==> src/rtl/alu_operand_mux_pipe.sv <==
// N-way ALU operand selector feeding a registered valid/ready output stage.
// A second (skid) entry absorbs one operand during a stall, so in_ready never depends on out_ready combinationally.
module alu_operand_mux_pipe #(
  parameter int WIDTH      = 32,
  parameter int NUM_INPUTS = 4,
  parameter int SEL_W      = 2
) (
  input  logic                        clk,
  input  logic                        rst,
  input  logic                        flush,
  input  logic [NUM_INPUTS*WIDTH-1:0] in_data,
  input  logic [SEL_W-1:0]            in_sel,
  input  logic                        in_valid,
  output logic                        in_ready,
  output logic [WIDTH-1:0]            out_data,
  output logic                        out_err,
  output logic                        out_valid,
  input  logic                        out_ready
);

  logic [WIDTH-1:0] sel_word;
  logic             sel_err;
  logic             acc;

  logic [WIDTH-1:0] data_q, data_d;
  logic             err_q, err_d;
  logic             valid_q, valid_d;
  logic [WIDTH-1:0] skid_data_q, skid_data_d;
  logic             skid_err_q, skid_err_d;
  logic             skid_valid_q, skid_valid_d;
  logic             rdy_q, rdy_d;

  // Out-of-range selects fall through the loop and leave sel_word at zero.
  always_comb begin
    sel_word = '0;
    for (int i = 0; i < NUM_INPUTS; i++) begin
      if (in_sel == SEL_W'(i)) begin
        sel_word = in_data[i*WIDTH +: WIDTH];
      end
    end
  end

  assign sel_err = ({1'b0, in_sel} >= (SEL_W+1)'(NUM_INPUTS));
  assign acc     = in_valid & rdy_q;

  always_comb begin
    data_d       = data_q;
    err_d        = err_q;
    valid_d      = valid_q;
    skid_data_d  = skid_data_q;
    skid_err_d   = skid_err_q;
    skid_valid_d = skid_valid_q;

    if (flush) begin
      valid_d      = 1'b0;
      skid_valid_d = 1'b0;
    end else if (!valid_q || out_ready) begin
      if (skid_valid_q) begin
        data_d       = skid_data_q;
        err_d        = skid_err_q;
        valid_d      = 1'b1;
        skid_valid_d = 1'b0;
      end else begin
        data_d  = sel_word;
        err_d   = sel_err;
        valid_d = acc;
      end
    end else if (acc) begin
      skid_data_d  = sel_word;
      skid_err_d   = sel_err;
      skid_valid_d = 1'b1;
    end

    // Ready flop tracks the next skid occupancy so it is a pure register output.
    rdy_d = ~skid_valid_d;
  end

  always_ff @(posedge clk) begin
    if (rst) begin
      data_q       <= '0;
      err_q        <= 1'b0;
      valid_q      <= 1'b0;
      skid_data_q  <= '0;
      skid_err_q   <= 1'b0;
      skid_valid_q <= 1'b0;
      rdy_q        <= 1'b1;
    end else begin
      data_q       <= data_d;
      err_q        <= err_d;
      valid_q      <= valid_d;
      skid_data_q  <= skid_data_d;
      skid_err_q   <= skid_err_d;
      skid_valid_q <= skid_valid_d;
      rdy_q        <= rdy_d;
    end
  end

  assign in_ready  = rdy_q;
  assign out_data  = data_q;
  assign out_err   = err_q;
  assign out_valid = valid_q;

endmodule

==> config.mk <==
export PLATFORM = sky130hd
export DESIGN_NAME = alu_operand_mux_pipe
export DESIGN_NICKNAME = d
export VERILOG_FILES = /design/src/rtl/alu_operand_mux_pipe.sv
export SDC_FILE = /design/constraint.sdc
export NUM_CORES = 1
export LEC_CHECK = 0
export CORE_MARGIN = 4
export CORE_UTILIZATION = 60
export DETAILED_ROUTE_END_ITERATION = 16
export DONT_BUFFER_PORTS = 1
export PLACE_DENSITY_LB_ADDON = 0.25
export SYNTH_ARGS = -nofsm -noshare
export SYNTH_HDL_FRONTEND = slang
export SYNTH_SLANG_ARGS = --single-unit
==> constraint.sdc <==
create_clock -name clk -period 1.44 [get_ports clk]
set_input_delay 0.216 -clock clk [delete_from_list [all_inputs] [get_ports clk]]
set_output_delay 0.216 -clock clk [all_outputs]
set_load 0.01 [all_outputs]
==> results_dict.tcl, run 1 <==
set metrics [dict create \
    clkTransAtPathRegs_ns 0.08 \
    antenna_found_initial 1 \
    cts_tree "built" \
    fin_area_sq_um 3630 \
    vias 2363 \
    grt_pass1_vias 2400 \
    synth_edf_count 0 \
    rsz0062_at_grt "false" \
    syn_area_sq_um 3360 \
    period_needed_ns 1.30 \
    synth_xor_area_share_pct 0 \
    r2r-start "in_ready" \
    setup.worst_path.start "in_ready" \
    io_pins 170 \
    grt_overflow 0 \
    grt_pass1_wl_um 13000 \
    globalplace.congestion 0.777 \
    setup_viol_count_final 0 \
    final_util_pct 66.3 \
    io_buffers 0 \
    synth_fp_nets 406 \
    skew_ns 0.00684 \
    synth_flop_cell "dfxtp_1" \
    end_kind "flop" \
    cts-root-buf "clkbuf_8" \
    syn2layout_area_growth_pct 7.77 \
    maxCapViolCount 0 \
    drv_slew 0 \
    initial_core_util_pct 61.5 \
    hpwl_um 5980 \
    drc 0 \
    netlist_top_cells_area "dfxtp_1 40%, mux4_2 20%, mux2i_1 9.5%" \
    critical_path_class "reg -> reg" \
    routedWlPerCell_um 24.9 \
    synth_fa_ha_area_share_pct 0 \
    arrival_ns 1.57 \
    synth_seq_cells 67 \
    synth_top_family_by_area "multiplexers" \
    die_h_um 82.9 \
    dp.cells 322 \
    async_flop_share_pct 0 \
    clock_sinks 67 \
    fmax_mhz 772 \
    ys_warn_count 0 \
    instances_no_fill 342 \
    track_usage_pct 24.1 \
    yosys.area.top_type "dfxtp_1" \
    holdCritStartpoint "rst" \
    clkLatencyLatePin_ns 0.33 \
    cp.required_ns 1.71 \
    vdd_drop_max_mv 0.667 \
    grt_max_degree 34 \
    ys_types 21 \
    ys_seq_area_share_pct 39.9 \
    synth_commonest_cells "67 x dfxtp_1, 33 x a211oi_1, 33 x a21oi_1, 32 x a22o_1, 32 x mux2i_1" \
    p_leak_nw 1.22 \
    drt-total-wl_um 8500 \
    detail-route-antenna-nets 0 \
    synth-simple-area-share_pct 1.45 \
    synthMuxAreaShare_pct 31.2 \
    coreArea_sq_um 5470 \
    vias_per_cell 6.91 \
    status "finished, final reports clean" \
    first_pass_iters 4 \
    postCtsSetupBuffers 0 \
    cts_htree_levels 3 \
    die_area_sq_um 6870 \
    synth_compound_area_share_pct 21.1 \
    dpl_cell_area_sq_um 3410 \
    yosysTopAreaCellShare_pct 39.9 \
    synth_area_per_cell_sq_um 12.4 \
    path_max_fanout 32 \
    holdWs_ns 0.157 \
    setup-tns-final_ns 0 \
    drive_gt1_share_pct 23.4 \
    die_w_um 82.9 \
    postSynthCellCount 271 \
    fin_crit_sh_pct 89.9 \
    yosysMostFrequentCell "dfxtp_1" \
    fp-row-count 27 \
    fin_nets 399 \
    start_kind "flop" \
    cts_buffers 9 \
    hp-class "in -> reg" \
    hold_viol 0 \
    clk_path_buf_depth 2 \
    drt_iter0_drc 106 \
    cellPowerDensity_nw_per_um2 1070 \
]
-- state kept, by name (all words and copies together) (netlist names) --
signal and cells:
out_data 32, out_valid 1, in_ready 1, skid_valid_q 1
skid_data_q 32
-- worst max-delay path, stage by stage (launching register included) --
cell and delay [ns]:
dfxtp_1 0.48, nand2_1 0.15, nor4_4 0.21, buf_12 0.23
a22o_1 0.15
-- routing by layer --
metal	GRT usage, %	vias to the layer above	wire length, um
met2	35.6	116	4010
li1	-	1078	-
met3	7.54	17	641
met1	33.3	1150	3660
met5	0	-	13
met4	9.21	2	172
-- metrics by stage --
step	setup WS [ns]	total power [mW]
floorplan	0.126	2.50
global placement	0.178	2.53
detailed placement	0.117	2.54
CTS	0.109	3.90
global route	0.0109	4.05
finish	0.145	3.87
-- final cells by class --
type,count,area (sq um)
fill,438,1850
antenna,1,2.50
clock inverter,7,43.8
tap,72,90.1
inverter,2,7.51
clock buffer,9,124
timing repair buffer,14,189
sequential,67,1340
multi-input combinational,170,1830
-- worst paths after layout --
kind                                   endpoint  slack, ns  cells past startpoint
worst max-delay path             skid_data_q[6]       0.14                      4
worst min register to register  skid_data_q[18]       0.48                      1
worst max register to register   skid_data_q[6]       0.14                      4
worst min-delay path               out_data[17]       0.16                      2
-- kinds of logic after synthesis --
kind of cell / count (synthesis)
AOI/OAI and AO/OA: 99
DFF: 67
muxes: 64
buffers and inverters: 34
and+or+nand+nor: 6
other: 1
-- layout by cell type (no fill, tap or decap) --
cell type,n
clkbuf_8,9
a211oi_1,33
dfxtp_2,1
buf_12,6
mux4_2,30
buf_6,1
buf_4,5
a41oi_4,1
dlygate4sd3_1,2
nor2_2,1
nor4_4,1
nor2b_2,1
clkinv_2,4
dfxtp_1,66
mux4_1,2
inv_6,1
or4_1,1
clkinvlp_4,2
a22o_1,32
nand2b_1,1
inv_1,2
a21oi_1,33
conb_1,1
diode_2,1
nand2_1,1
mux2i_1,32
-- timing repair --
action                     CTS  global route
setup endpoints to repair    0             8
gates resized for setup      0             2
hold endpoints to repair    34             0
hold buffers                 3             0
-- report_power, final --
group / internal, mW / switching [mW] / leakage (nW)
registers: 1.94 / 0.0961 / 0.549
clock network: 0.617 / 0.730 / 0.0852
logic: 0.273 / 0.217 / 0.587
total: 2.83 / 1.04 / 1.22
(Power assumes the default switching activity.)
==> run 2: changes to the inputs <==
--- a/config.mk
+++ b/config.mk
@@ -10,6 +10,7 @@
 export DETAILED_ROUTE_END_ITERATION = 16
 export DONT_BUFFER_PORTS = 1
 export PLACE_DENSITY_LB_ADDON = 0.25
+export SETUP_SLACK_MARGIN = 0.4
 export SYNTH_ARGS = -nofsm -noshare
 export SYNTH_HDL_FRONTEND = slang
 export SYNTH_SLANG_ARGS = --single-unit
==> results_dict.tcl, run 2 (same netlist as run 1, synthesis figures left out) <==
set metrics [dict create \
    cts_buffers 9 \
    status "finished, violations left" \
    routedWlPerCell_um 25.4 \
    grt_overflow 0 \
    path_delay_family "compound AO/OA/AOI/OAI gates" \
    clkTransAtPathRegs_ns 0.08 \
    grt_pass1_wl_um 13700 \
    p_leak_nw 1.32 \
    die_h_um 82.9 \
    p_sw_share_pct 24.7 \
    io_buffers 0 \
    cts_htree_levels 3 \
    vias_per_cell 7.06 \
    clockPowerShare_pct 42.7 \
    fin_crit_sh_pct 85.3 \
    antenna_found_initial 0 \
    setup_viol_count_final 0 \
    hp-class "in -> reg" \
    combPwrFrac_pct 12.3 \
    io_pins 170 \
    fmax_mhz 814 \
    cts-hold-fix-buffers 1 \
    hpwl_um 6100 \
    skew_ns 0.00888 \
    rsz0062_at_grt "true" \
    track_usage_pct 25.4 \
    fp-row-count 27 \
    drt-total-wl_um 8800 \
    path_max_fanout 20 \
    grt_pass1_vias 2516 \
    fin_nets 404 \
    clkLatencyLatePin_ns 0.34 \
    seq_power_share_pct 45.0 \
    switchingPower_mw 1.12 \
    coreArea_sq_um 5470 \
    cellPowerDensity_nw_per_um2 1160 \
    max_stage_delay_ns 0.35 \
    final_util_pct 71.4 \
    initial_core_util_pct 61.5 \
    maxCapViolCount 0 \
    antenna_cells 0 \
    drv_slew 0 \
    start_kind "flop" \
    cp.required_ns 1.67 \
    vias 2443 \
    clk_path_buf_depth 2 \
    cts_tree "built" \
    syn2layout_area_growth_pct 16.1 \
    critical_path_class "reg -> reg" \
    drc 0 \
    grt_max_degree 37 \
    violations "hold timing" \
    vdd_drop_max_mv 0.757 \
    cp_slowest_cell "dfxtp_2" \
    holdWs_ns -0.0683 \
    die_w_um 82.9 \
    globalplace.congestion 0.765 \
    cts-root-buf "clkbuf_8" \
    arrival_ns 1.46 \
    die_area_sq_um 6870 \
    setup-tns-final_ns 0 \
    worstPathBufferInverterCount 1 \
    period_needed_ns 1.23 \
    end_kind "flop" \
    clock_sinks 67 \
    p_int_mw 3.41 \
    hold_viol 33 \
    detail-route-antenna-nets 0 \
    first_pass_iters 4 \
    final_cell_mix "64 x dfxtp_1, 33 x a21oi_1, 32 x a22o_1" \
    drive_gt1_share_pct 35.8 \
    layout_commonest_cell "dfxtp_1" \
    drt_iter0_drc 158 \
    crit_path_cell_trace "nor2b_4 -> a41oi_4 -> buf_12 -> a22o_1" \
]
## run 2: path summary, 6_finish.rpt
path / start / endpoint / slack, ns / cells past startpoint
setup reg to reg: out_valid / skid_data_q[28] / 0.21 / 4
hold reg to reg: skid_data_q[3] / skid_data_q[3] / 0.48 / 1
hold / removal: rst / out_data[14] / -0.07 / 1
setup / recovery: out_valid / skid_data_q[28] / 0.21 / 4
## run 2: through the flow
step	power, mW	cells	hold WS [ns]	setup slack [ns]	cell area (sq um)
after detailed placement	2.54	323	0.289	0.0820	3400
after floorplan	2.51	271	0.287	0.154	3400
after global routing	4.70	346	-0.104	0.157	3910
after CTS	4.52	345	-0.0957	0.231	3830
after global placement	2.53	323	0.289	0.123	3400
final	4.52	346	-0.0683	0.211	3910
## run 2: power groups by stage
| stage | Sequential [mW] | Combinational (mW) | Clock, mW |
|---|---|---|---|
| floorplan | 2.06 | 0.451 | 0 |
| global placement | 2.08 | 0.456 | 0 |
| detailed placement | 2.08 | 0.462 | 0 |
| CTS | 2.04 | 0.515 | 1.97 |
| global route | 2.05 | 0.596 | 2.06 |
| finish | 2.04 | 0.554 | 1.93 |
## run 2: worst reg2reg max path: cells and delay by family, from the launching register on
kind / cells / cell delay [ns]
buffers and inverters: 1 / 0.20
AND/OR/NAND/NOR: 1 / 0.17
AO/OA/AOI/OAI: 2 / 0.40
flip-flops: 1 / 0.35
## run 2: timing repair
action,CTS,global route
endpoints found under the setup margin,67,68
gates cloned,0,0
resized for setup,26,13
buffers inserted,5,1
pin swaps,1,2
hold endpoints to repair,34,33
## run 2: routing by layer
layer  vias up  global-route usage [%]  wire (um)
met1      1216                    34.3       3620
met4         0                    8.77        100
li1       1094                       -          -
met2       123                    37.4       4270
met3        10                    10.0        800
met5         -                       0          0
## run 2: final cells by class
type / instances / area, sq um
inverters: 2 / 7.51
flip-flops and latches: 67 / 1350
clock inverters: 7 / 124
clock buffers: 9 / 124
well taps: 72 / 90.1
multi-input cells: 170 / 1970
fillers: 379 / 1570
repair buffers: 19 / 239
==> run 3: changes to the inputs <==
--- a/config.mk
+++ b/config.mk
@@ -5,6 +5,7 @@
 export SDC_FILE = /design/constraint.sdc
 export NUM_CORES = 1
 export LEC_CHECK = 0
+export CAP_MARGIN = 5
 export CORE_MARGIN = 4
 export CORE_UTILIZATION = 60
 export DETAILED_ROUTE_END_ITERATION = 16
==> results of run 3 <==
Same layout as run 2: the final DEF is identical, and so are final timing and power.
